==> src/rtl/force_release_ctrl.sv <==
// -----------------------------------------------------------------------------
// force_release_ctrl
//
// Multi-channel override controller. Each of NCH channels carries a WIDTH-bit
// value that is either driven normally or forced to a commanded override value.
// It sits between functional sources and their consumers as a debug /
// fault-injection override point.
//
// Each channel has its own release semantics:
//   mode=0 FOLLOW : wire-like. After release the channel tracks drv_val again.
//   mode=1 HOLD   : reg-like. The channel only loads drv_val on drv_we, so after
//                   release it keeps the forced value until the next drv_we.
//
// Optional feature, compile-time macro FORCE_TIMER_EN:
//   defined   - a FORCE with cmd_dur=D>0 keeps the channel forced for exactly
//               D cycles, then it auto-releases (with an evt_rel pulse).
//               cmd_dur=0 forces indefinitely.
//   undefined - no timer registers; cmd_dur is ignored and every force is
//               indefinite.
//
// Ports
//   clk        in   1          rising-edge clock
//   rst_n      in   1          asynchronous active-low reset
//   drv_val    in   NCH*WIDTH  driven source values, ch k = [k*WIDTH +: WIDTH]
//   drv_we     in   NCH        per-channel write strobe (HOLD channels only)
//   mode       in   NCH        per-channel mode: 0=FOLLOW, 1=HOLD
//   cmd_valid  in   1          command present
//   cmd_ready  out  1          controller can accept a command
//   cmd_op     in   2          00=NOP 01=FORCE 10=RELEASE 11=RELEASE_ALL
//   cmd_ch     in   CH_W       target channel (ignored for RELEASE_ALL)
//   cmd_val    in   WIDTH      force value
//   cmd_dur    in   TMR_W      force duration in cycles, 0 = indefinite
//   out_val    out  NCH*WIDTH  registered channel outputs
//   forced     out  NCH        per-channel forced flag
//   evt_rel    out  NCH        one-cycle pulse when a channel leaves FORCED
//   cmd_err    out  1          one-cycle pulse: accepted FORCE/RELEASE had
//                              cmd_ch >= NCH
// -----------------------------------------------------------------------------
module force_release_ctrl #(
  parameter int unsigned      WIDTH   = 4,
  parameter int unsigned      NCH     = 2,
  parameter int unsigned      TMR_W   = 8,
  parameter logic [WIDTH-1:0] RST_VAL = '0,
  // Wide enough to encode every channel index and at least one illegal index,
  // so an out-of-range target can actually be presented and flagged.
  localparam int unsigned     CH_W    = $clog2(NCH + 1)
) (
  input  logic                 clk,
  input  logic                 rst_n,
  input  logic [NCH*WIDTH-1:0] drv_val,
  input  logic [NCH-1:0]       drv_we,
  input  logic [NCH-1:0]       mode,
  input  logic                 cmd_valid,
  output logic                 cmd_ready,
  input  logic [1:0]           cmd_op,
  input  logic [CH_W-1:0]      cmd_ch,
  input  logic [WIDTH-1:0]     cmd_val,
  input  logic [TMR_W-1:0]     cmd_dur,
  output logic [NCH*WIDTH-1:0] out_val,
  output logic [NCH-1:0]       forced,
  output logic [NCH-1:0]       evt_rel,
  output logic                 cmd_err
);

  localparam logic [1:0] OP_NOP     = 2'b00;
  localparam logic [1:0] OP_FORCE   = 2'b01;
  localparam logic [1:0] OP_RELEASE = 2'b10;
  localparam logic [1:0] OP_RELALL  = 2'b11;

  localparam logic [CH_W-1:0] NCH_C = CH_W'(NCH);

  typedef enum logic {
    ST_FREE   = 1'b0,
    ST_FORCED = 1'b1
  } ch_state_e;

  // Value a FREE channel loads this edge: FOLLOW always tracks the source,
  // HOLD only takes it on a write strobe.
  function automatic logic [WIDTH-1:0] free_next(
    input logic             hold,
    input logic             we,
    input logic [WIDTH-1:0] drv,
    input logic [WIDTH-1:0] cur
  );
    return (!hold || we) ? drv : cur;
  endfunction

  logic                 r_cmd_ready;
  logic                 r_err;
  logic                 w_err_nxt;
  logic [NCH-1:0]       r_evt;
  logic [NCH-1:0]       w_evt_nxt;
  ch_state_e            r_state     [NCH];
  ch_state_e            w_state_nxt [NCH];
  logic [WIDTH-1:0]     r_out       [NCH];
  logic [WIDTH-1:0]     w_out_nxt   [NCH];
  logic [WIDTH-1:0]     w_drv       [NCH];

  logic                 w_accept;
  logic                 w_ch_ok;
  logic [NCH-1:0]       w_force_hit;
  logic [NCH-1:0]       w_rel_hit;
  logic [NCH-1:0]       w_expire;

  // Per-channel slicing of the flat buses.
  for (genvar g = 0; g < NCH; g++) begin : g_ch
    assign w_drv[g]                       = drv_val[g*WIDTH +: WIDTH];
    assign out_val[g*WIDTH +: WIDTH]      = r_out[g];
    assign forced[g]                      = (r_state[g] == ST_FORCED);
  end

  assign cmd_ready = r_cmd_ready;
  assign evt_rel   = r_evt;
  assign cmd_err   = r_err;

  // Command decode: one-hot per-channel force / release requests.
  always_comb begin
    w_accept    = cmd_valid & r_cmd_ready;
    w_ch_ok     = (cmd_ch < NCH_C);
    w_err_nxt   = w_accept & ((cmd_op == OP_FORCE) | (cmd_op == OP_RELEASE)) & ~w_ch_ok;
    w_force_hit = '0;
    w_rel_hit   = '0;
    for (int k = 0; k < NCH; k++) begin
      w_force_hit[k] = w_accept & (cmd_op == OP_FORCE) & w_ch_ok &
                       (cmd_ch == CH_W'(k));
      w_rel_hit[k]   = w_accept &
                       (((cmd_op == OP_RELEASE) & w_ch_ok & (cmd_ch == CH_W'(k))) |
                        (cmd_op == OP_RELALL));
    end
  end

`ifdef FORCE_TIMER_EN
  logic [TMR_W-1:0] r_tmr     [NCH];
  logic [TMR_W-1:0] w_tmr_nxt [NCH];

  // A timer loaded with D reaches 1 after D-1 decrements; releasing on that
  // edge keeps the channel forced for exactly D cycles. A timer of 0 means
  // indefinite and never counts.
  always_comb begin
    for (int k = 0; k < NCH; k++) begin
      w_expire[k]  = (r_state[k] == ST_FORCED) && (r_tmr[k] == TMR_W'(1));
      w_tmr_nxt[k] = r_tmr[k];
      if (w_force_hit[k]) begin
        w_tmr_nxt[k] = cmd_dur;
      end else if (r_state[k] == ST_FORCED) begin
        if (w_rel_hit[k] || w_expire[k]) begin
          w_tmr_nxt[k] = '0;
        end else if (r_tmr[k] != '0) begin
          w_tmr_nxt[k] = r_tmr[k] - TMR_W'(1);
        end
      end
    end
  end

  always_ff @(posedge clk or negedge rst_n) begin
    if (!rst_n) begin
      for (int k = 0; k < NCH; k++) r_tmr[k] <= '0;
    end else begin
      for (int k = 0; k < NCH; k++) r_tmr[k] <= w_tmr_nxt[k];
    end
  end
`else
  logic w_unused_dur;
  assign w_unused_dur = ^cmd_dur;
  assign w_expire     = '0;
`endif

  // Per-channel FREE/FORCED next-state and next-output logic.
  // A FORCE always wins over a simultaneous release or expiry: the channel
  // stays forced with the new value and no release event is produced.
  always_comb begin
    w_evt_nxt = '0;
    for (int k = 0; k < NCH; k++) begin
      w_state_nxt[k] = r_state[k];
      w_out_nxt[k]   = r_out[k];
      if (r_state[k] == ST_FREE) begin
        if (w_force_hit[k]) begin
          w_state_nxt[k] = ST_FORCED;
          w_out_nxt[k]   = cmd_val;
        end else begin
          w_out_nxt[k]   = free_next(mode[k], drv_we[k], w_drv[k], r_out[k]);
        end
      end else begin
        if (w_force_hit[k]) begin
          w_out_nxt[k]   = cmd_val;
        end else if (w_rel_hit[k] || w_expire[k]) begin
          // The channel is FREE at the release edge, so the current mode and
          // any write strobe in this cycle already apply.
          w_state_nxt[k] = ST_FREE;
          w_evt_nxt[k]   = 1'b1;
          w_out_nxt[k]   = free_next(mode[k], drv_we[k], w_drv[k], r_out[k]);
        end
        // Otherwise drv_we is dropped: writes are not queued while forced.
      end
    end
  end

  // State / output registers.
  always_ff @(posedge clk or negedge rst_n) begin
    if (!rst_n) begin
      r_cmd_ready <= 1'b0;
      r_err       <= 1'b0;
      r_evt       <= '0;
      for (int k = 0; k < NCH; k++) begin
        r_state[k] <= ST_FREE;
        r_out[k]   <= RST_VAL;
      end
    end else begin
      r_cmd_ready <= 1'b1;
      r_err       <= w_err_nxt;
      r_evt       <= w_evt_nxt;
      for (int k = 0; k < NCH; k++) begin
        r_state[k] <= w_state_nxt[k];
        r_out[k]   <= w_out_nxt[k];
      end
    end
  end

endmodule

==> config.mk <==
export PLATFORM = sky130hd
export DESIGN_NAME = force_release_ctrl
export DESIGN_NICKNAME = d
export VERILOG_FILES = /design/src/rtl/force_release_ctrl.sv
export SDC_FILE = /design/constraint.sdc
export NUM_CORES = 1
export LEC_CHECK = 0
export CAP_MARGIN = 20
export CORE_MARGIN = 3
export CORE_UTILIZATION = 39
export CTS_BUF_LIST = sky130_fd_sc_hd__clkbuf_16
export CTS_CLUSTER_DIAMETER = 40
export DETAILED_ROUTE_END_ITERATION = 10
export PLACE_DENSITY = 0.83
export REMOVE_ABC_BUFFERS = 1
export SLEW_MARGIN = 20
export SYNTH_ARGS = -nofsm -noshare
export SYNTH_HDL_FRONTEND = slang
export SYNTH_SLANG_ARGS = --single-unit
==> constraint.sdc <==
create_clock -name clk -period 3.3 [get_ports clk]
set_clock_uncertainty 0.15 [all_clocks]
set_input_delay 0.66 -clock clk [delete_from_list [all_inputs] [get_ports clk]]
set_output_delay 0.66 -clock clk [all_outputs]
set_load 0.02 [all_outputs]
==> results of run 1 <==
-- state kept, by name (all words and copies together), names as in the netlist --
signal     cells
cmd_err        1
out_val        8
forced         2
cmd_ready      1
evt_rel        2
-- Yosys cell counts --
cell / n / area share (%)
nand2_1: 5 / 2.5
dfrtp_1: 14 / 46
o221ai_2: 1 / 2.0
and3b_1: 1 / 1.1
nand4b_1: 1 / 1.1
inv_1: 4 / 2.0
a21oi_2: 4 / 4.6
ha_1: 3 / 4.9
nor2_1: 6 / 3.0
nor3b_1: 2 / 2.0
nor2_2: 4 / 3.3
buf_6: 1 / 1.5
conb_1: 1 / 0.49
mux2i_1: 8 / 11
a21oi_1: 4 / 2.6
nand2_2: 1 / 0.82
o221ai_4: 1 / 3.4
nand2b_1: 4 / 3.3
o21ai_0: 2 / 1.3
and2_4: 1 / 1.1
nor3_1: 1 / 0.66
or4b_4: 1 / 1.8
-- final cells by class --
cell class / count / area (um2)
Tap cell: 25 / 31.3
Timing Repair Buffer: 36 / 360
Sequential cell: 14 / 350
Inverter: 4 / 15.0
Multi-Input combinational cell: 51 / 385
Fill cell: 139 / 566
Clock buffer: 3 / 75.1
-- worst min path at each step --
stage | startpoint | end | slack, ps | depth (start not counted)
2_1_floorplan | rst_n | cmd_err | 210 | 0
3_3_place_gp | forced[0] | forced[0] | 390 | 2
3_5_place_dp | forced[0] | evt_rel[0] | 400 | 2
4_1_cts | forced[0] | evt_rel[0] | 410 | 2
5_1_grt | forced[0] | evt_rel[0] | 440 | 2
6_report | forced[0] | evt_rel[0] | 410 | 2
-- cell families (layout without fill, tap and decap cells) --
logic type | after synthesis | in the layout | share of synthesized area (%)
adder cells (fa/ha/maj) | 3 | 3 | 4.93
AND/OR/NAND/NOR | 27 | 27 | 20.7
AO/OA/AOI/OAI | 12 | 12 | 14.0
flip-flops | 14 | 14 | 46.0
other | 1 | 1 | 0.492
buffers and inverters | 5 | 43 | 3.45
multiplexers | 8 | 8 | 10.5
-- power groups by stage --
stage                     registers, mW  clock network, mW  logic (mW)
after detailed placement          0.214                  0       0.187
after CTS                         0.211              0.227       0.189
final                             0.211              0.222       0.187
after global routing              0.214              0.236       0.199
after global placement            0.213                  0       0.183
after floorplan                   0.244                  0      0.0632
-- worst max-delay path, stage by stage --
cell             delay [ps]
clkdlybuf4s50_1         530
inv_1                    60
ha_1                    200
nor3b_1                 160
o221ai_2                320
mux2i_1                 310
a21oi_2                  90
-- per-layer routing --
metal | global-route usage (%) | vias to the layer above | share of wire (%) | wire length (um)
met1 | 18.1 | 319 | 42 | 762
met4 | 6.91 | 0 | 0.27 | 5
li1 | - | 318 | - | -
met3 | 3.56 | 2 | 4.7 | 86
met2 | 28.9 | 19 | 53 | 970
met5 | 0 | - | 0 | 0
-- layout by cell type, fill, tap and decap left out, drive strengths merged --
cell type      synthesis  layout
dfrtp                 14      14
inv                    4       4
nand4b                 1       1
nand2                  6       6
nor3                   1       1
nand2b                 4       4
nor2                  10      10
conb                   1       1
ha                     3       3
a21oi                  8       8
clkbuf                 0       3
o21ai                  2       2
or4b                   1       1
and2                   1       1
nor3b                  2       2
and3b                  1       1
mux2i                  8       8
clkdlybuf4s50          0      36
o221ai                 2       2
==> results.json, run 1 <==
{
  "relSlewSlack_pct": 58.6,
  "drt_iter0_drc": 5,
  "critPathCaptureType": "flip-flop",
  "clock-sinks": 14,
  "r2r_slack_ps": 1730,
  "htreeDepth": 1,
  "pin_count": 45,
  "area_growth_pct": 59.8,
  "rsz0062_at_grt": "no",
  "ff2ff_path_depth": 4,
  "cts_resized": 0,
  "startpoint": "cmd_op[0]",
  "coreArea_mm2": 0.00178,
  "start_util_pct": 42.7,
  "rows": 15,
  "die_h_um": 50.2,
  "finalCriticalPeriod_ps": 2370,
  "ys_ff_latch": 14,
  "vias": 658,
  "pre_cts_slack_ps": 740,
  "wire_per_inst_um": 13.7,
  "drt-pass1-iter-count": 4,
  "crit_end": "out_val[2]",
  "portBuffers": 36,
  "clockPowerShare_pct": 35.9,
  "clock.fmax_mhz": 422,
  "vdd_drop_max_mv": 0.328,
  "synthDistinctLibCells": 22,
  "final.setup.tns_ps": 0,
  "cp-start-kind": "input port",
  "nets": 144,
  "hold_buffers": 0,
  "die-width_um": 50.2,
  "post-route-util_pct": 68.3,
  "maxCapViolations": 0,
  "grt_pass1_vias": 682,
  "p_seq_share_pct": 34.0,
  "worst_pin_slew_ps": 619,
  "leakagePower_nw": 0.519,
  "diodes": 0,
  "cts_buffers": 3,
  "cts-root-buf": "clkbuf_16",
  "die_area_mm2": 0.00252,
  "ant_nets": 0,
  "powerDensity_mw_per_mm2": 510,
  "critical_path_class": "input port to flip-flop",
  "cts.clk_slew.worst_paths_ps": 40,
  "dpl_cell_area_mm2": 0.00114,
  "synth_cells": 70,
  "grt_max_degree": 15,
  "p_total_uw": 620,
  "fin_ws_ps": 932,
  "min_path_type": "flip-flop to flip-flop",
  "p_sw_uw": 165,
  "grt_antenna_before_repair": 0,
  "worstReg2RegEnd": "out_val[2]",
  "status": "finished, final reports clean",
  "final_area_mm2": 0.00122,
  "comb_power_share_pct": 30.1,
  "drt_wl_total_um": 1830,
  "dp.final_hpwl_um": 1450,
  "hold_ws_ps": 408,
  "required_ps": 3270,
  "switching_share_pct": 26.6,
  "synth.cell_area_um2": 762,
  "fin_cells": 133,
  "clock_latency_ps": 240,
  "drv_slew": 0,
  "ys.warnings.count": 0,
  "final.period_utilization_pct": 71.8,
  "setup_viol_count_final": 0,
  "gp_congestion": 0.718,
  "drcViolationCount": 0,
  "post_cts_buffers": 0,
  "drive_gt1_share_pct": 14.8,
  "p_int_uw": 456,
  "synth-seq-area-share_pct": 46.0,
  "arrival_ps": 2340,
  "clockBufferDepth": 2,
  "cts_tree": "yes",
  "overflow": 0,
  "avgSynthCellArea_um2": 10.9,
  "dp_cells": 130,
  "viasPerCell": 4.95,
  "crit_path_max_fanout": 4,
  "hold_viol_final": 0,
  "grt_first_pass_wirelength_um": 3040,
  "gr-usage-all-layers_pct": 16.1,
  "r2r-start": "cmd_ready"
}
(Power assumes the default switching activity.)
==> run 2, diff against run 1 <==
--- a/config.mk
+++ b/config.mk
@@ -7,11 +7,11 @@
 export LEC_CHECK = 0
 export CAP_MARGIN = 20
 export CORE_MARGIN = 3
-export CORE_UTILIZATION = 39
+export CORE_UTILIZATION = 33
 export CTS_BUF_LIST = sky130_fd_sc_hd__clkbuf_16
 export CTS_CLUSTER_DIAMETER = 40
 export DETAILED_ROUTE_END_ITERATION = 10
-export PLACE_DENSITY = 0.83
+export PLACE_DENSITY = 0.75
 export REMOVE_ABC_BUFFERS = 1
 export SLEW_MARGIN = 20
 export SYNTH_ARGS = -nofsm -noshare
==> constraint.sdc (replaced) <==
create_clock -name clk -period 2.1 [get_ports clk]
set_clock_uncertainty 0.15 [all_clocks]
set_input_delay 0.42 -clock clk [delete_from_list [all_inputs] [get_ports clk]]
set_output_delay 0.42 -clock clk [all_outputs]
set_load 0.02 [all_outputs]
==> run 2 against run 1 <==
  * Design area up 2.5%
  * Global-route usage decreased by 2.9 points
  * Register-to-register slack worse by 1200 ps
  * Clock power increased by 58%
  * Critical path depth did not move
  * Sequential share of layout area fell by 0.69 points
  * Final cell count up 3.0%
  * Largest cell class unchanged
==> results.json, run 2 (synthesis gave the netlist of run 1 again) <==
{
  "status": "finished, final reports clean",
  "required_ps": 2050,
  "clock_latency_ps": 240,
  "vdd_drop_max_mv": 0.497,
  "largest_register_ffs": 8,
  "vias": 623,
  "cts-root-buf": "clkbuf_16",
  "drt_iter0_drc": 9,
  "clock.fmax_mhz": 505,
  "final_area_mm2": 0.00125,
  "viasPerCell": 4.55,
  "finalCriticalPeriod_ps": 1980,
  "dpl_cell_area_mm2": 0.00115,
  "pin_count": 45,
  "arrival_ps": 1930,
  "cts.clk_slew.worst_paths_ps": 40,
  "r2r_slack_ps": 580,
  "drt-pass1-iter-count": 4,
  "fin_cells": 137,
  "gp_congestion": 0.805,
  "drive_gt1_share_pct": 16.4,
  "grt_antenna_before_repair": 0,
  "worstReg2RegEnd": "out_val[0]",
  "ant_nets": 0,
  "relSlewSlack_pct": 58.6,
  "hold_viol_final": 0,
  "drt_wl_total_um": 1730,
  "ff2ff_path_depth": 4,
  "setup_viol_count_final": 0,
  "portBuffers": 36,
  "worst_pin_slew_ps": 620,
  "die_area_mm2": 0.00292,
  "critPathCaptureType": "flip-flop",
  "grt_first_pass_wirelength_um": 2840,
  "powerDensity_mw_per_mm2": 787,
  "hold_ws_ps": 402,
  "drcViolationCount": 0,
  "start_util_pct": 37.0,
  "hold_path_depth": 2,
  "die_h_um": 54.1,
  "fillers": 183,
  "dp.final_hpwl_um": 1390,
  "cts_tree": "yes",
  "critical_path_class": "input port to flip-flop",
  "htreeDepth": 1,
  "cts_buffers": 3,
  "layout_commonest_cell": "clkdlybuf4s50_1",
  "diodes": 0,
  "layout_common_cells": "36 x clkdlybuf4s50_1, 14 x dfrtp_1, 8 x mux2i_1, 6 x nor2_1, 5 x nand2_1",
  "rows": 16,
  "gr-usage-all-layers_pct": 13.2,
  "clock-sinks": 14,
  "hold_end": "evt_rel[1]",
  "grt_pass1_vias": 668,
  "grt_max_degree": 15,
  "crit_path_max_fanout": 4,
  "post_cts_buffers": 0,
  "coreArea_mm2": 0.00206,
  "dp_cells": 133,
  "overflow": 0,
  "nets": 145,
  "maxCapViolations": 0,
  "die-width_um": 54.1,
  "area_growth_pct": 63.7,
  "leakagePower_nw": 0.528,
  "cp-start-kind": "input port",
  "clockBufferDepth": 2,
  "final.period_utilization_pct": 94.3,
  "hold_start": "forced[1]",
  "min_path_type": "flip-flop to flip-flop",
  "post-route-util_pct": 60.5,
  "drv_slew": 0,
  "rsz0062_at_grt": "no",
  "r2r-start": "cmd_ready",
  "wire_per_inst_um": 12.6
}
run 2: changes by cell type in the layout (fill, tap and decap cells not counted), sizes merged:
cell / before / now
buf: 0 / 1
clkinv: 0 / 1
run 2: where the power goes:
group	internal (mW)	total, mW	switching, mW
clock	0.251	0.351	0.100
combinational	0.163	0.297	0.134
sequential	0.309	0.333	0.0239
total	0.723	0.982	0.258
run 2: worst max path at each step:
stage          startpoint         end  slack [ps]  cells after the start
3_3_place_gp    cmd_op[0]  out_val[2]        -170                      7
2_1_floorplan   cmd_op[0]  out_val[0]         460                      6
3_5_place_dp    cmd_op[0]  out_val[3]        -200                      7
4_1_cts         cmd_op[0]  out_val[2]          50                      7
5_1_grt         cmd_op[0]  out_val[4]         0.6                      7
6_report        cmd_op[0]  out_val[5]         120                      7
run 2: critical path: stages:
cell and delay (ps):
clkdlybuf4s50_1 500, inv_1 60, ha_1 200, and3b_1 220
o221ai_4 220, mux2i_1 230, a21oi_1 90
run 2: what timing repair did:
item	4_1_cts	5_1_grt
hold buffers	0	0
gates resized for setup	0	2
setup endpoints to repair	0	5
run 2: per-layer routing:
| metal | GRT usage, % | vias to the layer above | share of wire, % |
|---|---|---|---|
| met2 | 23.2 | 20 | 50 |
| met5 | 0 | - | 0 |
| met3 | 4.16 | 0 | 8.0 |
| li1 | - | 320 | - |
| met4 | 2.49 | 0 | 0 |
| met1 | 15.9 | 283 | 42 |
run 2: layout make-up:
type / instances / area [um2] / share of cell area [%]
multi-input cells: 51 / 402 / 32.2
repair buffers: 37 / 368 / 29.5
flip-flops and latches: 14 / 350 / 28.1
clock buffers: 3 / 75.1 / 6.02
well taps: 27 / 33.8 / 2.71
inverters: 4 / 15.0 / 1.20
clock inverters: 1 / 3.75 / 0.301
run 2: per-stage QoR:
step | total power, mW | setup slack (ps) | TNS (ps)
finish | 0.982 | 120 | 0
global route | 1.04 | 0.568 | 0
CTS | 0.990 | 49.9 | 0
detailed placement | 0.631 | -195 | -1440
global placement | 0.624 | -173 | -1270
floorplan | 0.483 | 462 | 0
==> run 3, diff against run 2 <==
--- a/config.mk
+++ b/config.mk
@@ -6,12 +6,13 @@
 export NUM_CORES = 1
 export LEC_CHECK = 0
 export CAP_MARGIN = 20
+export CORE_ASPECT_RATIO = 0.8
 export CORE_MARGIN = 3
 export CORE_UTILIZATION = 33
 export CTS_BUF_LIST = sky130_fd_sc_hd__clkbuf_16
 export CTS_CLUSTER_DIAMETER = 40
 export DETAILED_ROUTE_END_ITERATION = 10
-export PLACE_DENSITY = 0.75
+export PLACE_DENSITY = 0.79
 export REMOVE_ABC_BUFFERS = 1
 export SLEW_MARGIN = 20
 export SYNTH_ARGS = -nofsm -noshare
==> run 3 against run 2 <==
  * Critical path depth shrank 1
  * Largest cell class unchanged
  * Routed wire length grew 9.5%
  * Count of clock-buffer cells in the layout unchanged
  * Design area decreased by 0.10%
  * Register-to-register slack hardly changed
  * Non-clock buffer count unchanged
  * Worst hold slack improved by 5.5 ps
  * Via count is 5.5% higher
  * Core utilization up 0.83 points
  * Highest routed layer is now met4
  * Sequential share of layout area is essentially flat
  * Power grew 0.95%
==> results.json, run 3 (synthesis gave the netlist of run 1 again) <==
{
  "met3_usage_pct": 4.50,
  "diodes": 0,
  "rsz0062_at_grt": "no",
  "dp.final_hpwl_um": 1510,
  "powerDensity_mw_per_mm2": 795,
  "setup_viol_count_final": 0,
  "wire_per_inst_um": 14.1,
  "use_met1_pct": 16.9,
  "grt_antenna_before_repair": 0,
  "clock_latency_ps": 240,
  "clockBufferDepth": 2,
  "die-width_um": 59.7,
  "use_met2_pct": 23.0,
  "leakagePower_nw": 0.537,
  "start_util_pct": 37.5,
  "grt_pass1_vias": 701,
  "area_growth_pct": 63.5,
  "layout_common_cells": "35 x clkdlybuf4s50_1, 14 x dfrtp_1, 8 x mux2i_1, 6 x nor2_1, 5 x nand2_1",
  "finalCriticalPeriod_ps": 1950,
  "required_ps": 2070,
  "drt_wl_total_um": 1890,
  "maxCapViolations": 0,
  "cts_tree": "yes",
  "min_path_type": "flip-flop to flip-flop",
  "rows": 14,
  "vias": 657,
  "largest_register_ffs": 8,
  "pin_count": 45,
  "crit_path_max_fanout": 4,
  "gp_congestion": 0.790,
  "final.period_utilization_pct": 93.1,
  "cts_buffers": 3,
  "overflow": 0,
  "cts.clk_slew.worst_paths_ps": 50,
  "layout_commonest_cell": "clkdlybuf4s50_1",
  "drt-pass1-iter-count": 4,
  "nets": 145,
  "dp_cells": 130,
  "htreeDepth": 1,
  "die_h_um": 49.0,
  "drcViolationCount": 0,
  "hold_buffers": 0,
  "die_area_mm2": 0.00293,
  "arrival_ps": 1930,
  "p_total_uw": 991,
  "drv_slew": 0,
  "post-route-util_pct": 61.3,
  "post_cts_buffers": 0,
  "drt_iter0_drc": 18,
  "grt_first_pass_wirelength_um": 3170,
  "worst_pin_slew_ps": 625,
  "viasPerCell": 4.90,
  "fin_cells": 134,
  "drive_gt1_share_pct": 16.4,
  "clock-sinks": 14,
  "vdd_drop_max_mv": 0.690,
  "coreArea_mm2": 0.00203,
  "portBuffers": 36,
  "grt-busiest-layer": "met2",
  "critical_path_class": "input port to flip-flop",
  "status": "finished, final reports clean",
  "clock.fmax_mhz": 512,
  "ant_nets": 0,
  "relSlewSlack_pct": 58.2,
  "hold_viol_final": 0,
  "critPathCaptureType": "flip-flop",
  "cts-root-buf": "clkbuf_16",
  "grt_max_degree": 15,
  "cp-start-kind": "input port",
  "gr-usage-all-layers_pct": 14.3
}
-- run 3: cell types whose count changed in the layout (fill, tap and decap cells not counted) --
cell             delta
clkdlybuf4s50_1     -1
dlymetal6s2s_1      +1
-- run 3: final timing paths --
kind,startpoint,to,slack (ps),depth (start not counted)
setup / recovery,cmd_op[1],out_val[0],150,6
hold / removal,forced[1],evt_rel[1],410,2
setup reg to reg,cmd_ready,out_val[1],590,4
hold reg to reg,forced[1],evt_rel[1],410,2
max in group asynchronous,rst_n,out_val[0],970,1
min in group asynchronous,rst_n,out_val[1],420,1
-- run 3: layout make-up --
type                    count  area (um2)
fillers                   181         786
multi-input cells          51         402
repair buffers             37         370
flip-flops and latches     14         350
clock buffers               3        75.1
well taps                  24        30.0
inverters                   4        15.0
clock inverters             1        3.75
-- run 3: worst max-delay path, stage by stage --
cell and delay (ps):
clkdlybuf4s50_1 520, ha_1 180, nor3b_2 300, o221ai_4 200
mux2i_1 230, a21oi_2 80
-- run 3: report_power, final --
| part | internal, mW | switching [mW] |
|---|---|---|
| clock network | 0.251 | 0.106 |
| registers | 0.309 | 0.0254 |
| logic | 0.163 | 0.136 |
-- run 3: metrics by stage --
stage               instance area, um2  hold WS (ps)  setup WS (ps)  TNS (ps)
finish                            1250           407            145         0
global route                      1250           440           36.5         0
CTS                               1230           405           7.95         0
detailed placement                1150           401           -243     -1780
global placement                  1150           388           -172     -1240
floorplan                          751         -25.6            462         0
-- run 3: layer usage --
metal	wire, um	up-vias	share of wire, %
met5	0	-	0
met4	42	0	2.2
met3	125	4	6.6
met2	958	23	51
met1	766	307	40
li1	-	323	-
-- run 3: timing repair --
action / CTS / global route
endpoints found under the setup margin: 2 / 8
gates resized for setup: 0 / 3
pin swaps: 1 / 2
